[config.mk]
export PLATFORM = sky130hd
export DESIGN_NAME = lc3_mem_ctrl
export DESIGN_NICKNAME = d
export VERILOG_FILES = /design/src/rtl/lc3_mem_pkg.sv /design/src/rtl/lc3_dev_regs.sv /design/src/rtl/lc3_mem_ctrl.sv
export SDC_FILE = /design/constraint.sdc
export NUM_CORES = 1
export LEC_CHECK = 0
export ABC_CLOCK_PERIOD_IN_PS = 2400
export CORE_ASPECT_RATIO = 0.9
export CORE_MARGIN = 4
export CORE_UTILIZATION = 48
export DETAILED_ROUTE_END_ITERATION = 6
export PLACE_DENSITY = 0.8
export SYNTH_ARGS = -nofsm -noshare
export SYNTH_HDL_FRONTEND = slang
export SYNTH_SLANG_ARGS = --single-unit
export TNS_END_PERCENT = 10
[constraint.sdc]
create_clock -name clk -period 2.4 [get_ports clk]
set_clock_uncertainty 0.2 [all_clocks]
set_input_delay 0.72 -clock clk [delete_from_list [all_inputs] [get_ports clk]]
set_output_delay 0.72 -clock clk [all_outputs]
set_load 0.02 [all_outputs]
[src/rtl/lc3_mem_pkg.sv]
// Shared constants and types for the LC-3 memory access unit:
// device register addresses, the access FSM state type and the MCR reset value.
package lc3_mem_pkg;

    localparam logic [15:0] DEV_BASE  = 16'hFE00;
    localparam logic [15:0] KBSR_ADDR = 16'hFE00;
    localparam logic [15:0] KBDR_ADDR = 16'hFE02;
    localparam logic [15:0] DSR_ADDR  = 16'hFE04;
    localparam logic [15:0] DDR_ADDR  = 16'hFE06;
    localparam logic [15:0] MCR_ADDR  = 16'hFFFE;

    localparam logic [15:0] MCR_RESET = 16'h8000;

    typedef enum logic [1:0] {
        IDLE,
        SRAM_WAIT,
        DONE
    } memState_e;

    // The whole top page from FE00 up belongs to devices, mapped or not.
    function automatic logic isDevAddr(input logic [15:0] addr);
        return addr >= DEV_BASE;
    endfunction

endpackage

[src/rtl/lc3_dev_regs.sv]
// Memory-mapped keyboard, display and machine-control registers for the LC-3,
// written and read through a one-cycle access strobe with a combinational read mux.
module lc3_dev_regs
    import lc3_mem_pkg::*;
(
    input  logic        clk,
    input  logic        reset,
    input  logic        devStrobe,
    input  logic [15:0] devAddr,
    input  logic        devWe,
    input  logic [15:0] devWdata,
    output logic [15:0] devRdata,
    input  logic        kbd_valid,
    input  logic [7:0]  kbd_data,
    output logic        disp_valid,
    output logic [7:0]  disp_data,
    input  logic        disp_ready,
    output logic        mcr_run
);

    logic        kbdReady;
    logic [7:0]  kbdChar;
    logic [15:0] mcr;
    logic        wrDdr;
    logic        wrMcr;
    logic        rdKbdr;

    assign wrDdr  = devStrobe &&  devWe && (devAddr == DDR_ADDR);
    assign wrMcr  = devStrobe &&  devWe && (devAddr == MCR_ADDR);
    assign rdKbdr = devStrobe && !devWe && (devAddr == KBDR_ADDR);

    // A new keystroke beats a simultaneous KBDR read, so the fresh character is never lost.
    always_ff @(posedge clk) begin
        if (!reset) begin
            kbdReady   <= 1'b0;
            kbdChar    <= '0;
            disp_valid <= 1'b0;
            disp_data  <= '0;
            mcr        <= MCR_RESET;
        end else begin
            if (kbd_valid) begin
                kbdReady <= 1'b1;
                kbdChar  <= kbd_data;
            end else if (rdKbdr) begin
                kbdReady <= 1'b0;
            end

            if (wrDdr) begin
                disp_data  <= devWdata[7:0];
                disp_valid <= 1'b1;
            end else if (disp_ready) begin
                disp_valid <= 1'b0;
            end

            if (wrMcr) begin
                mcr <= devWdata;
            end
        end
    end

    always_comb begin
        devRdata = '0;
        case (devAddr)
            KBSR_ADDR: devRdata = {kbdReady, 15'b0};
            KBDR_ADDR: devRdata = {8'b0, kbdChar};
            DSR_ADDR:  devRdata = {!disp_valid, 15'b0};
            MCR_ADDR:  devRdata = mcr;
            default:   devRdata = '0;
        endcase
    end

    assign mcr_run = mcr[15];

endmodule

[src/rtl/lc3_mem_ctrl.sv]
// LC-3 memory access unit: owns MAR/MDR, runs SRAM or device accesses and returns R.
// Define LC3_MEM_TIMEOUT_EN to add the SRAM wait counter, timeout path and bus_err.
module lc3_mem_ctrl
    import lc3_mem_pkg::*;
#(
    parameter int          WAIT_MAX = 15,
    parameter logic [15:0] ERR_DATA = 16'hDEAD
) (
    input  logic        clk,
    input  logic        reset,
    input  logic [15:0] bus_in,
    input  logic        ld_mar,
    input  logic        ld_mdr,
    input  logic        mem_en,
    input  logic        mem_w,
    output logic [15:0] mar_out,
    output logic [15:0] mdr_out,
    output logic        mem_ready,
    output logic        bus_err,
    output logic        sram_req,
    output logic        sram_we,
    output logic [15:0] sram_addr,
    output logic [15:0] sram_wdata,
    input  logic [15:0] sram_rdata,
    input  logic        sram_ack,
    input  logic        kbd_valid,
    input  logic [7:0]  kbd_data,
    output logic        disp_valid,
    output logic [7:0]  disp_data,
    input  logic        disp_ready,
    output logic        mcr_run
);

    memState_e   state;
    logic        accessIsDev;
    logic        devStrobe;
    logic [15:0] devRdata;
    logic        timeoutHit;

    assign accessIsDev = isDevAddr(mar_out);
    assign devStrobe   = (state == IDLE) && mem_en && accessIsDev;

    lc3_dev_regs uDevRegs (
        .clk        (clk),
        .reset      (reset),
        .devStrobe  (devStrobe),
        .devAddr    (mar_out),
        .devWe      (mem_w),
        .devWdata   (mdr_out),
        .devRdata   (devRdata),
        .kbd_valid  (kbd_valid),
        .kbd_data   (kbd_data),
        .disp_valid (disp_valid),
        .disp_data  (disp_data),
        .disp_ready (disp_ready),
        .mcr_run    (mcr_run)
    );

`ifdef LC3_MEM_TIMEOUT_EN
    localparam logic [7:0] WAIT_LIMIT = 8'(WAIT_MAX);

    // Counts request cycles; the first SRAM_WAIT cycle is count 1.
    logic [7:0] waitCnt;

    assign timeoutHit = (waitCnt == WAIT_LIMIT);
`else
    assign timeoutHit = 1'b0;
    assign bus_err    = 1'b0;
`endif

    // SRAM address/data are latched on entry so the SRAM sees them frozen even if MAR/MDR wobble.
    always_ff @(posedge clk) begin
        if (!reset) begin
            state      <= IDLE;
            mar_out    <= '0;
            mdr_out    <= '0;
            mem_ready  <= 1'b0;
            sram_req   <= 1'b0;
            sram_we    <= 1'b0;
            sram_addr  <= '0;
            sram_wdata <= '0;
`ifdef LC3_MEM_TIMEOUT_EN
            waitCnt    <= '0;
            bus_err    <= 1'b0;
`endif
        end else begin
            case (state)
                IDLE: begin
                    mem_ready <= 1'b0;
                    if (ld_mar) begin
                        mar_out <= bus_in;
                    end
                    if (ld_mdr && !mem_en) begin
                        mdr_out <= bus_in;
                    end
                    if (mem_en) begin
                        if (accessIsDev) begin
                            if (!mem_w) begin
                                mdr_out <= devRdata;
                            end
                            mem_ready <= 1'b1;
                            state     <= DONE;
                        end else begin
                            sram_req   <= 1'b1;
                            sram_we    <= mem_w;
                            sram_addr  <= mar_out;
                            sram_wdata <= mdr_out;
`ifdef LC3_MEM_TIMEOUT_EN
                            waitCnt    <= 8'd1;
`endif
                            state      <= SRAM_WAIT;
                        end
                    end
                end

                SRAM_WAIT: begin
                    if (sram_ack) begin
                        if (!sram_we) begin
                            mdr_out <= sram_rdata;
                        end
                        sram_req  <= 1'b0;
                        sram_we   <= 1'b0;
                        mem_ready <= 1'b1;
                        state     <= DONE;
                    end else if (timeoutHit) begin
                        if (!sram_we) begin
                            mdr_out <= ERR_DATA;
                        end
                        sram_req  <= 1'b0;
                        sram_we   <= 1'b0;
                        mem_ready <= 1'b1;
                        state     <= DONE;
`ifdef LC3_MEM_TIMEOUT_EN
                        bus_err   <= 1'b1;
`endif
                    end else begin
`ifdef LC3_MEM_TIMEOUT_EN
                        waitCnt <= waitCnt + 8'd1;
`endif
                    end
                end

                DONE: begin
                    mem_ready <= 1'b0;
                    state     <= IDLE;
                end

                default: begin
                    mem_ready <= 1'b0;
                    state     <= IDLE;
                end
            endcase
        end
    end

endmodule

==> Flow_metrics.wiki, run 1 <==
{| class="wikitable"
! Metric !! Value
|-
| Critical path buffers and inverters || 1
|-
| CTS clock-pin slew for the worst setup and hold paths || 90 ps
|-
| Count of synthesis-stage warnings from yosys || 0
|-
| Setup slack on the worst flop-to-flop path || 250 ps
|-
| FF-to-FF Start || mar_out[10]
|-
| Hold violation count in the final report || 0
|-
| Post-Place Cell Area || 0.00618 sq mm
|-
| Number of global-route vias before repair || 4,377
|-
| Synthesis-to-layout area growth || 38.7%
|-
| Post-synthesis instance total || 547
|-
| Post-synth EDFFs || 0
|-
| Total number of placement rows || 33
|-
| Max-Cap Viols || 0
|-
| Arrival time at the worst endpoint || ~1400 ps
|-
| Total Routing Usage GR || roughly a quarter
|-
| Final antenna-violating net count || 0
|-
| Wire length of the first global-routing pass || 22,800 microns
|-
| Count of cell types in the netlist || 48
|-
| Final cell area excluding filler cells || between 0.006 and 0.007 sq mm
|-
| Finish-stage setup viols || 0
|-
| Clock latency at the later pin of the worst-skew pair || around 360 ps
|-
| Drt initial violations || between 400 and 500
|-
| Final Cycle Share || 98.0%
|-
| Final Max Tran Viols || 0
|-
| Cells on Worst Hold Path || 2
|-
| Core region area || 0.00925 sq mm
|-
| Pwr/cell area || 586 mW/mm^2
|-
| Leftover overflow at the end of global routing || 0
|-
| Half-perimeter wire length of the detailed placement result || 10,800 microns
|-
| Die X-Extent || 112 microns
|-
| Overall power consumption || 3.77 mW
|-
| Cts hold-fix bufs || 0
|-
| Sort of element at the start of the critical path || flip-flop
|-
| Height of the chip || between 100 and 150 microns
|-
| Proportion of layout cells with a drive suffix above 1 || 11.0%
|-
| Largest delay share family, worst path || buffers and inverters
|-
| Drt total wl || 14,400 microns
|-
| Worst Setup Path Type || reg2out
|-
| Port Buf Inserts || 125
|-
| Result of the run || completed
|-
| Worst-Margin Slew || 544 ps
|-
| Root cell of the clock tree || sky130_fd_sc_hd__clkbuf_8
|-
| Starting Density || between 50% and 60%
|-
| Post-synthesis sequential element count || around 100
|-
| Residual DRC || 0
|-
| Clock sink count || 103
|-
| CTS Buf Count || 9
|-
| Synth Net Count || roughly 600
|-
| Peak fanout along the critical path || 5
|-
| WP data required || 1480 ps
|-
| Number of H-tree levels || 3
|-
| Highest attainable clock frequency || 425 MHz
|-
| Post-detailed-route wirelength per cell || 17.8 microns
|-
| Number of buffers on the longest clock path || 2
|-
| Number of vias per cell after detailed routing || 5.64
|-
| Area of the die || between 0.01 and 0.015 sq mm
|-
| Length in cells of the worst reg-to-reg path || 6
|-
| Critical Path End Type || primary output
|-
| Last weighted congestion value of the routability-driven placer || between 0.9 and 1
|-
| Cell type of the slowest stage on the worst timing path || sky130_fd_sc_hd__clkdlybuf4s50_1
|-
| Ordered list of cells on the worst path || clkdlybuf4s50_1
|-
| Critical R2R Capture || uDevRegs.disp_data[5]
|-
| Most common flop cell mapped by yosys || sky130_fd_sc_hd__dfxtp_1
|-
| Critical Path Max Stage Delay || 640 ps
|-
| Netlist area before placement || between 0.004 and 0.005 sq mm
|-
| Number of antenna diodes || 0
|-
| Count of vias placed by the detailed router || 4,571
|-
| Initial antenna violation count || 0
|-
| Leakage power total || 2.52 nW
|-
| Seq/Total Area, Yosys || 44.4%
|-
| Initial DRT Pass Iterations || 5
|-
| Worst hold path class || reg2reg
|-
| Startpoint of the most critical hold path || uDevRegs.mcr[0]
|-
| IO Pins || 127
|-
| Worst supply voltage drop on vdd || 341 uV
|-
| NumNets Final || 733
|-
| Async set-or-reset flop fraction in the synthesized netlist || 0%
|-
| Clock tree from TritonCTS || done
|-
| Hold EP || uDevRegs.mcr[0]
|-
| Post CTS Setup Buffer Count || 0
|-
| Headroom to the max-slew limit || 63.7%
|-
| Average cell area after synthesis || between 8 and 9 sq um
|-
| Pin count of the biggest net entering global routing || 47
|-
| Unrepaired setup endpoints after global routing || false
|-
| Minimum period implied by the final worst setup slack || roughly 2400 ps
|}
-- metal layers --
layer	routed length [microns]	part of all wire, %	up-vias	GRT usage [%]
li1	-	-	2146	-
met1	6160	43	2179	32.9
met2	6930	48	231	42.5
met3	1160	8.1	15	5.79
met4	157	1.1	0	5.14
met5	0	0	-	0
-- Yosys cell counts, drive strengths merged, types with 5 or more instances --
cell | number | share of area (%)
o221ai | 8 | 1.5
buf | 21 | 3.1
a21oi | 20 | 2.4
nand3 | 7 | 0.76
dfxtp | 103 | 44
nor2b | 28 | 3.8
a21boi | 64 | 10
and3 | 7 | 0.94
mux2i | 18 | 3.9
nand2 | 171 | 14
nor2 | 8 | 0.81
clkbuf | 19 | 1.5
o21ai | 14 | 1.5
a31oi | 5 | 0.67
a221oi | 15 | 3.5
-- where the power goes --
group / total [mW] / switching [mW] / internal (mW)
logic: 0.747 / 0.385 / 0.363
registers: 1.88 / 0.0895 / 1.79
clock network: 1.15 / 0.580 / 0.566
total: 3.77 / 1.05 / 2.72
-- per-stage QoR --
step	util, %	setup TNS (ps)	setup WS (ps)	instances	hold slack (ps)
after floorplan	-	0	333	547	228
after global placement	66.8	-10940	-258	795	235
after detailed placement	66.8	-16720	-359	795	243
after CTS	69.0	0	0.471	810	256
after global routing	69.6	0	3.15	810	273
final	69.6	0	48.7	810	255
-- worst min-delay path: cells and delay by family (launching register included) --
kind	cells	cell delay (ps)
flops	1	320
simple gates	1	50
compound gates	1	50
-- flip-flops by register name (all words and copies together) (netlist names) --
name                 cells
mar_out                 16
mdr_out                 16
sram_addr               16
sram_wdata              16
uDevRegs.mcr            16
uDevRegs.disp_data       8
uDevRegs.kbdChar         8
state                    2
mem_ready                1
sram_req                 1
sram_we                  1
uDevRegs.disp_valid      1
uDevRegs.kbdReady        1
-- what timing repair did --
action / in CTS / in global routing
pin swaps: 0 / 1
gates cloned: 0 / 0
resized for setup: 3 / 17
endpoints found under the setup margin: 3 / 27
-- layout by cell type, fill, tap and decap left out, types with 3 or more instances in the layout --
| master | n |
|---|---|
| sky130_fd_sc_hd__o221ai_1 | 8 |
| sky130_fd_sc_hd__a21boi_0 | 23 |
| sky130_fd_sc_hd__nor4_2 | 3 |
| sky130_fd_sc_hd__o21a_1 | 3 |
| sky130_fd_sc_hd__dfxtp_1 | 103 |
| sky130_fd_sc_hd__buf_12 | 4 |
| sky130_fd_sc_hd__a21oi_1 | 19 |
| sky130_fd_sc_hd__nor2b_1 | 26 |
| sky130_fd_sc_hd__nor2_2 | 3 |
| sky130_fd_sc_hd__o21ai_0 | 14 |
| sky130_fd_sc_hd__o2bb2ai_1 | 3 |
| sky130_fd_sc_hd__clkdlybuf4s50_1 | 107 |
| sky130_fd_sc_hd__buf_4 | 36 |
| sky130_fd_sc_hd__mux2i_1 | 18 |
| sky130_fd_sc_hd__a221oi_2 | 5 |
| sky130_fd_sc_hd__a21boi_1 | 41 |
| sky130_fd_sc_hd__a31oi_1 | 5 |
| sky130_fd_sc_hd__nand3_1 | 7 |
| sky130_fd_sc_hd__dlygate4sd2_1 | 3 |
| sky130_fd_sc_hd__a221oi_1 | 10 |
| sky130_fd_sc_hd__nor2_1 | 5 |
| sky130_fd_sc_hd__nand2b_1 | 3 |
| sky130_fd_sc_hd__dlymetal6s2s_1 | 14 |
| sky130_fd_sc_hd__nand2_1 | 171 |
| sky130_fd_sc_hd__clkbuf_8 | 12 |
| sky130_fd_sc_hd__and3_1 | 7 |
-- final cells by class --
class,instances,area (sq um)
Fill cell,741,2820
Multi-Input combinational cell,402,2360
Sequential cell,103,2060
Timing Repair Buffer,166,1640
Clock buffer,13,169
Tap cell,122,153
Clock inverter,2,38.8
Inverter,2,7.51
-- how the worst max path moves through the flow --
stage,from,end,slack (ps),cells past startpoint
5_1_grt,mdr_out[10],mdr_out[10],3,1
3_5_place_dp,mem_en,mdr_out[4],-360,7
6_report,mdr_out[8],mdr_out[8],50,1
3_3_place_gp,mem_en,mdr_out[7],-260,7
2_1_floorplan,mem_en,mdr_out[12],330,6
4_1_cts,mar_out[15],mar_out[15],0.5,1
-- cells by family (layout without fill, tap and decap cells) --
| group | after synthesis | after routing | share of synthesized area [%] |
|---|---|---|---|
| AO/OA/AOI/OAI | 138 | 138 | 22.0 |
| buffers and inverters | 42 | 183 | 4.83 |
| flip-flops | 103 | 103 | 44.4 |
| multiplexers | 18 | 18 | 3.88 |
| other | 1 | 1 | 0.0808 |
| AND/OR/NAND/NOR | 245 | 245 | 24.7 |
Note: power is estimated with default switching activity, not from simulation.
==> run 2: changes to the inputs <==
--- a/config.mk
+++ b/config.mk
@@ -5,12 +5,14 @@
 export SDC_FILE = /design/constraint.sdc
 export NUM_CORES = 1
 export LEC_CHECK = 0
+export ABC_AREA = 1
 export ABC_CLOCK_PERIOD_IN_PS = 2400
 export CORE_ASPECT_RATIO = 0.9
 export CORE_MARGIN = 4
-export CORE_UTILIZATION = 48
+export CORE_UTILIZATION = 49
+export CTS_BUF_LIST = sky130_fd_sc_hd__clkbuf_8
 export DETAILED_ROUTE_END_ITERATION = 6
-export PLACE_DENSITY = 0.8
+export PLACE_DENSITY = 0.82
 export SYNTH_ARGS = -nofsm -noshare
 export SYNTH_HDL_FRONTEND = slang
 export SYNTH_SLANG_ARGS = --single-unit
==> Flow_metrics.wiki, run 2 <==
{| class="wikitable"
! Metric !! Value
|-
| Largest delay share family, worst path || buffers and inverters
|-
| Post-synthesis sequential element count || 103 (unchanged)
|-
| Top metal layer carrying routed signals || met4
|-
| Final antenna-violating net count || 0 (unchanged)
|-
| Count of cell types in the netlist || 29 (-40%)
|-
| Leftover overflow at the end of global routing || 0 (unchanged)
|-
| Pwr/cell area || 637 mW/mm^2 (+8.7%)
|-
| Final Max Tran Viols || 0 (unchanged)
|-
| Setup TNS || 0 ps (unchanged)
|-
| Number of placed instances with taps included || 854 (+7.4%)
|-
| Last weighted congestion value of the routability-driven placer || 0.866 (-12%)
|-
| Critical path buffers and inverters || 1 (unchanged)
|-
| Relative contribution of the clock network to total power || 25.7% (-4.7 points)
|-
| Post-synth EDFFs || 0 (unchanged)
|-
| Headroom to the max-slew limit || 53.3% (-10 points)
|-
| CTS clock-pin slew for the worst setup and hold paths || 100 ps (about the same)
|-
| CTS Buf Count || 9 (unchanged)
|-
| Final cell area excluding filler cells || 0.00617 sq mm (-4.1%)
|-
| Synthesis-to-layout area growth || 38.0%
|-
| Root cell of the clock tree || sky130_fd_sc_hd__clkbuf_8
|-
| Number of H-tree levels || 3 (unchanged)
|-
| Pin count of the biggest net entering global routing || 41 (-13%)
|-
| Clock latency at the later pin of the worst-skew pair || 360 ps (about the same)
|-
| Leakage power total || 2.56 nW (+1.5%)
|-
| Cell types occupying the most area after synthesis || sky130_fd_sc_hd__dfxtp_1, sky130_fd_sc_hd__nor2_1, sky130_fd_sc_hd__o21ai_0, sky130_fd_sc_hd__a21oi_1, sky130_fd_sc_hd__nand2_1
|-
| Post CTS Setup Buffer Count || 0 (unchanged)
|-
| Power share of the sequential group || 49.4% (-0.4 points)
|-
| Total Routing Usage GR || 26.9% (+1.9 points)
|-
| Non-filler instance count after layout || 869 (+7.3%)
|-
| Post-detailed-route wirelength per cell || 16.5 microns (-7.1%)
|-
| Worst Setup Path Type || reg2out
|-
| Met1 wire length || 5900 microns (-4.2%)
|-
| Number of buffers on the longest clock path || 2 (unchanged)
|-
| Count of synthesis-stage warnings from yosys || 0 (unchanged)
|-
| Starting Density || 51.2% (+1.1 points)
|-
| Overall power consumption || 3.93 mW (+4.3%)
|-
| Wire length of the first global-routing pass || 22,900 microns (+0.36%)
|-
| Hold violation count in the final report || 0 (unchanged)
|-
| Most repeated cell in the gate-level netlist after synthesis || sky130_fd_sc_hd__nor2_1
|-
| Post-synthesis instance total || 613 (+12%)
|-
| Commonest cells after routing, fill and taps aside || sky130_fd_sc_hd__nor2_1, sky130_fd_sc_hd__clkdlybuf4s50_1, sky130_fd_sc_hd__dfxtp_1
|-
| Sw Pwr || 1.25 mW (+19%)
|-
| Netlist area before placement || 0.00447 sq mm (-3.6%)
|-
| Count of vias placed by the detailed router || 4,792 (+4.8%)
|-
| Seq/Total Area, Yosys || 46.1% (+1.7 points)
|-
| Unrepaired setup endpoints after global routing || false
|-
| Result of the run || completed
|-
| Cell Int Power || 2.68 mW (-1.3%)
|-
| Drt total wl || 14,400 microns (-0.35%)
|-
| Synth Net Count || 662 (+11%)
|-
| Core region area || 0.00873 sq mm (-5.6%)
|-
| Initial antenna violation count || 0 (unchanged)
|-
| Multi-input gate area in the final layout || 0.00215 sq mm (-9.2%)
|-
| Initial DRT Pass Iterations || 5 (unchanged)
|-
| Proportion of layout cells with a drive suffix above 1 || 8.80% (-2.2 points)
|-
| Average cell area after synthesis || 7.29 sq um (-14%)
|-
| Number of global-route vias before repair || 4,599 (+5.1%)
|-
| Fillers || 755 (+1.9%)
|-
| Critical Path Max Stage Delay || 640 ps (about the same)
|-
| Worst supply voltage drop on vdd || 400 uV (+17%)
|-
| Share of total power consumed by net switching || 31.8% (+3.9 points)
|-
| Post-route setup slack || 37.4 ps (-11.3 ps)
|-
| Async set-or-reset flop fraction in the synthesized netlist || 0% (unchanged)
|-
| Critical Path End Type || primary output
|-
| Worst-Margin Slew || 696 ps (+152 ps)
|-
| Die X-Extent || 109 microns (-2.6%)
|-
| Peak fanout along the critical path || 5 (unchanged)
|-
| Port Buf Inserts || 125 (unchanged)
|-
| Sort of element at the start of the critical path || flip-flop
|-
| Drt initial violations || 316 (-26%)
|-
| Ordered list of cells on the worst path || clkdlybuf4s50_1
|-
| Residual DRC || 0 (unchanged)
|-
| Worst hold path class || reg2reg
|-
| Area occupied by registers || 0.00206 sq mm (unchanged)
|-
| Total number of placement rows || 32 (-3.0%)
|-
| Amount of wire on met3 after detailed routing || 1120 microns (-3.9%)
|-
| Half-perimeter wire length of the detailed placement result || 10,800 microns (-0.57%)
|-
| Post-synth top area share || 46.1% (+1.7 points)
|-
| Number of antenna diodes || 0 (unchanged)
|-
| Minimum period implied by the final worst setup slack || 2360 ps (+11.3 ps)
|-
| Final Cycle Share || 98.4% (+0.47 points)
|-
| Fraction of power consumed by combinational cells || 24.9% (+5.1 points)
|-
| Most common cell after layout, fill and taps aside || sky130_fd_sc_hd__nor2_1
|-
| NumNets Final || 795 (+8.5%)
|-
| WP data required || 1480 ps (about the same)
|-
| Post-Place Cell Area || 0.00598 sq mm (-3.3%)
|-
| Area of the die || 0.0107 sq mm (-5.2%)
|-
| Clock sink count || 103 (unchanged)
|-
| Top cells by count, synth || sky130_fd_sc_hd__nor2_1, sky130_fd_sc_hd__dfxtp_1, sky130_fd_sc_hd__nand2_1
|-
| Most common flop cell mapped by yosys || sky130_fd_sc_hd__dfxtp_1
|-
| Max-Cap Viols || 0 (unchanged)
|-
| Cell type with the highest aggregate area in the netlist || sky130_fd_sc_hd__dfxtp_1
|-
| Clock tree from TritonCTS || done
|-
| Finish-stage setup viols || 0 (unchanged)
|-
| Pre-CTS setup slack || -66.3 ps (+292 ps)
|-
| Arrival time at the worst endpoint || 1440 ps (about the same)
|-
| Highest attainable clock frequency || 423 MHz (-0.48%)
|-
| Number of vias per cell after detailed routing || 5.51 (-2.3%)
|-
| Cell type of the slowest stage on the worst timing path || sky130_fd_sc_hd__clkdlybuf4s50_1
|-
| Height of the chip || 98.6 microns (-2.6%)
|-
| Cts hold-fix bufs || 0 (unchanged)
|-
| Metal2 WL || 6930 microns (about the same)
|-
| IO Pins || 127 (unchanged)
|}
[run 2: cell type report]
cell class              instances  share of cell area (%)
clock inverters                 5                   0.689
flip-flops and latches        103                    33.4
multi-input cells             452                    34.8
clock buffers                  10                    2.23
inverters                      24                    1.46
repair buffers                156                    25.0
well taps                     119                    2.41
[run 2: metrics by stage]
stage / utilization, % / hold slack (ps)
6_report: 70.7 / 269
2_1_floorplan: - / 251
5_1_grt: 70.7 / 300
4_1_cts: 70.5 / 274
3_5_place_dp: 68.5 / 258
3_3_place_gp: 68.5 / 250
[run 2: worst paths after layout]
kind / startpoint / to / slack, ps / cells past startpoint
worst max-delay path: mdr_out[14] / mdr_out[14] / 40 / 1
worst min-delay path: uDevRegs.disp_data[6] / uDevRegs.disp_data[6] / 270 / 2
worst max register to register: mar_out[1] / mdr_out[0] / 310 / 9
worst min register to register: uDevRegs.disp_data[6] / uDevRegs.disp_data[6] / 270 / 2
[run 2: kinds of logic (layout without fill, tap and decap cells)]
family	count (synthesis)	count (layout)	synth area share (%)
and+or+nand+nor	275	275	27.0
AOI/OAI and AO/OA	166	166	18.7
DFF	103	103	46.1
buffers and inverters	58	195	5.85
muxes	10	10	2.24
other	1	1	0.0839
[run 2: repair_timing]
item,CTS,global route
endpoints found under the setup margin,3,7
gates resized for setup,3,7
hold endpoints to repair,0,0
gates cloned,0,0
[run 2: metal layers]
metal	track usage (%)	vias to the layer above
met3	5.30	34
met2	44.4	224
met4	9.71	0
li1	-	2307
met5	0	-
met1	34.9	2227
[run 2: power groups by stage]
stage,combinational (mW),sequential [mW],clock (mW)
finish,0.979,1.94,1.01
global route,1.06,1.96,1.11
CTS,0.984,1.94,1.03
detailed placement,0.982,1.98,0
global placement,0.956,1.98,0
floorplan,0.346,2.11,0
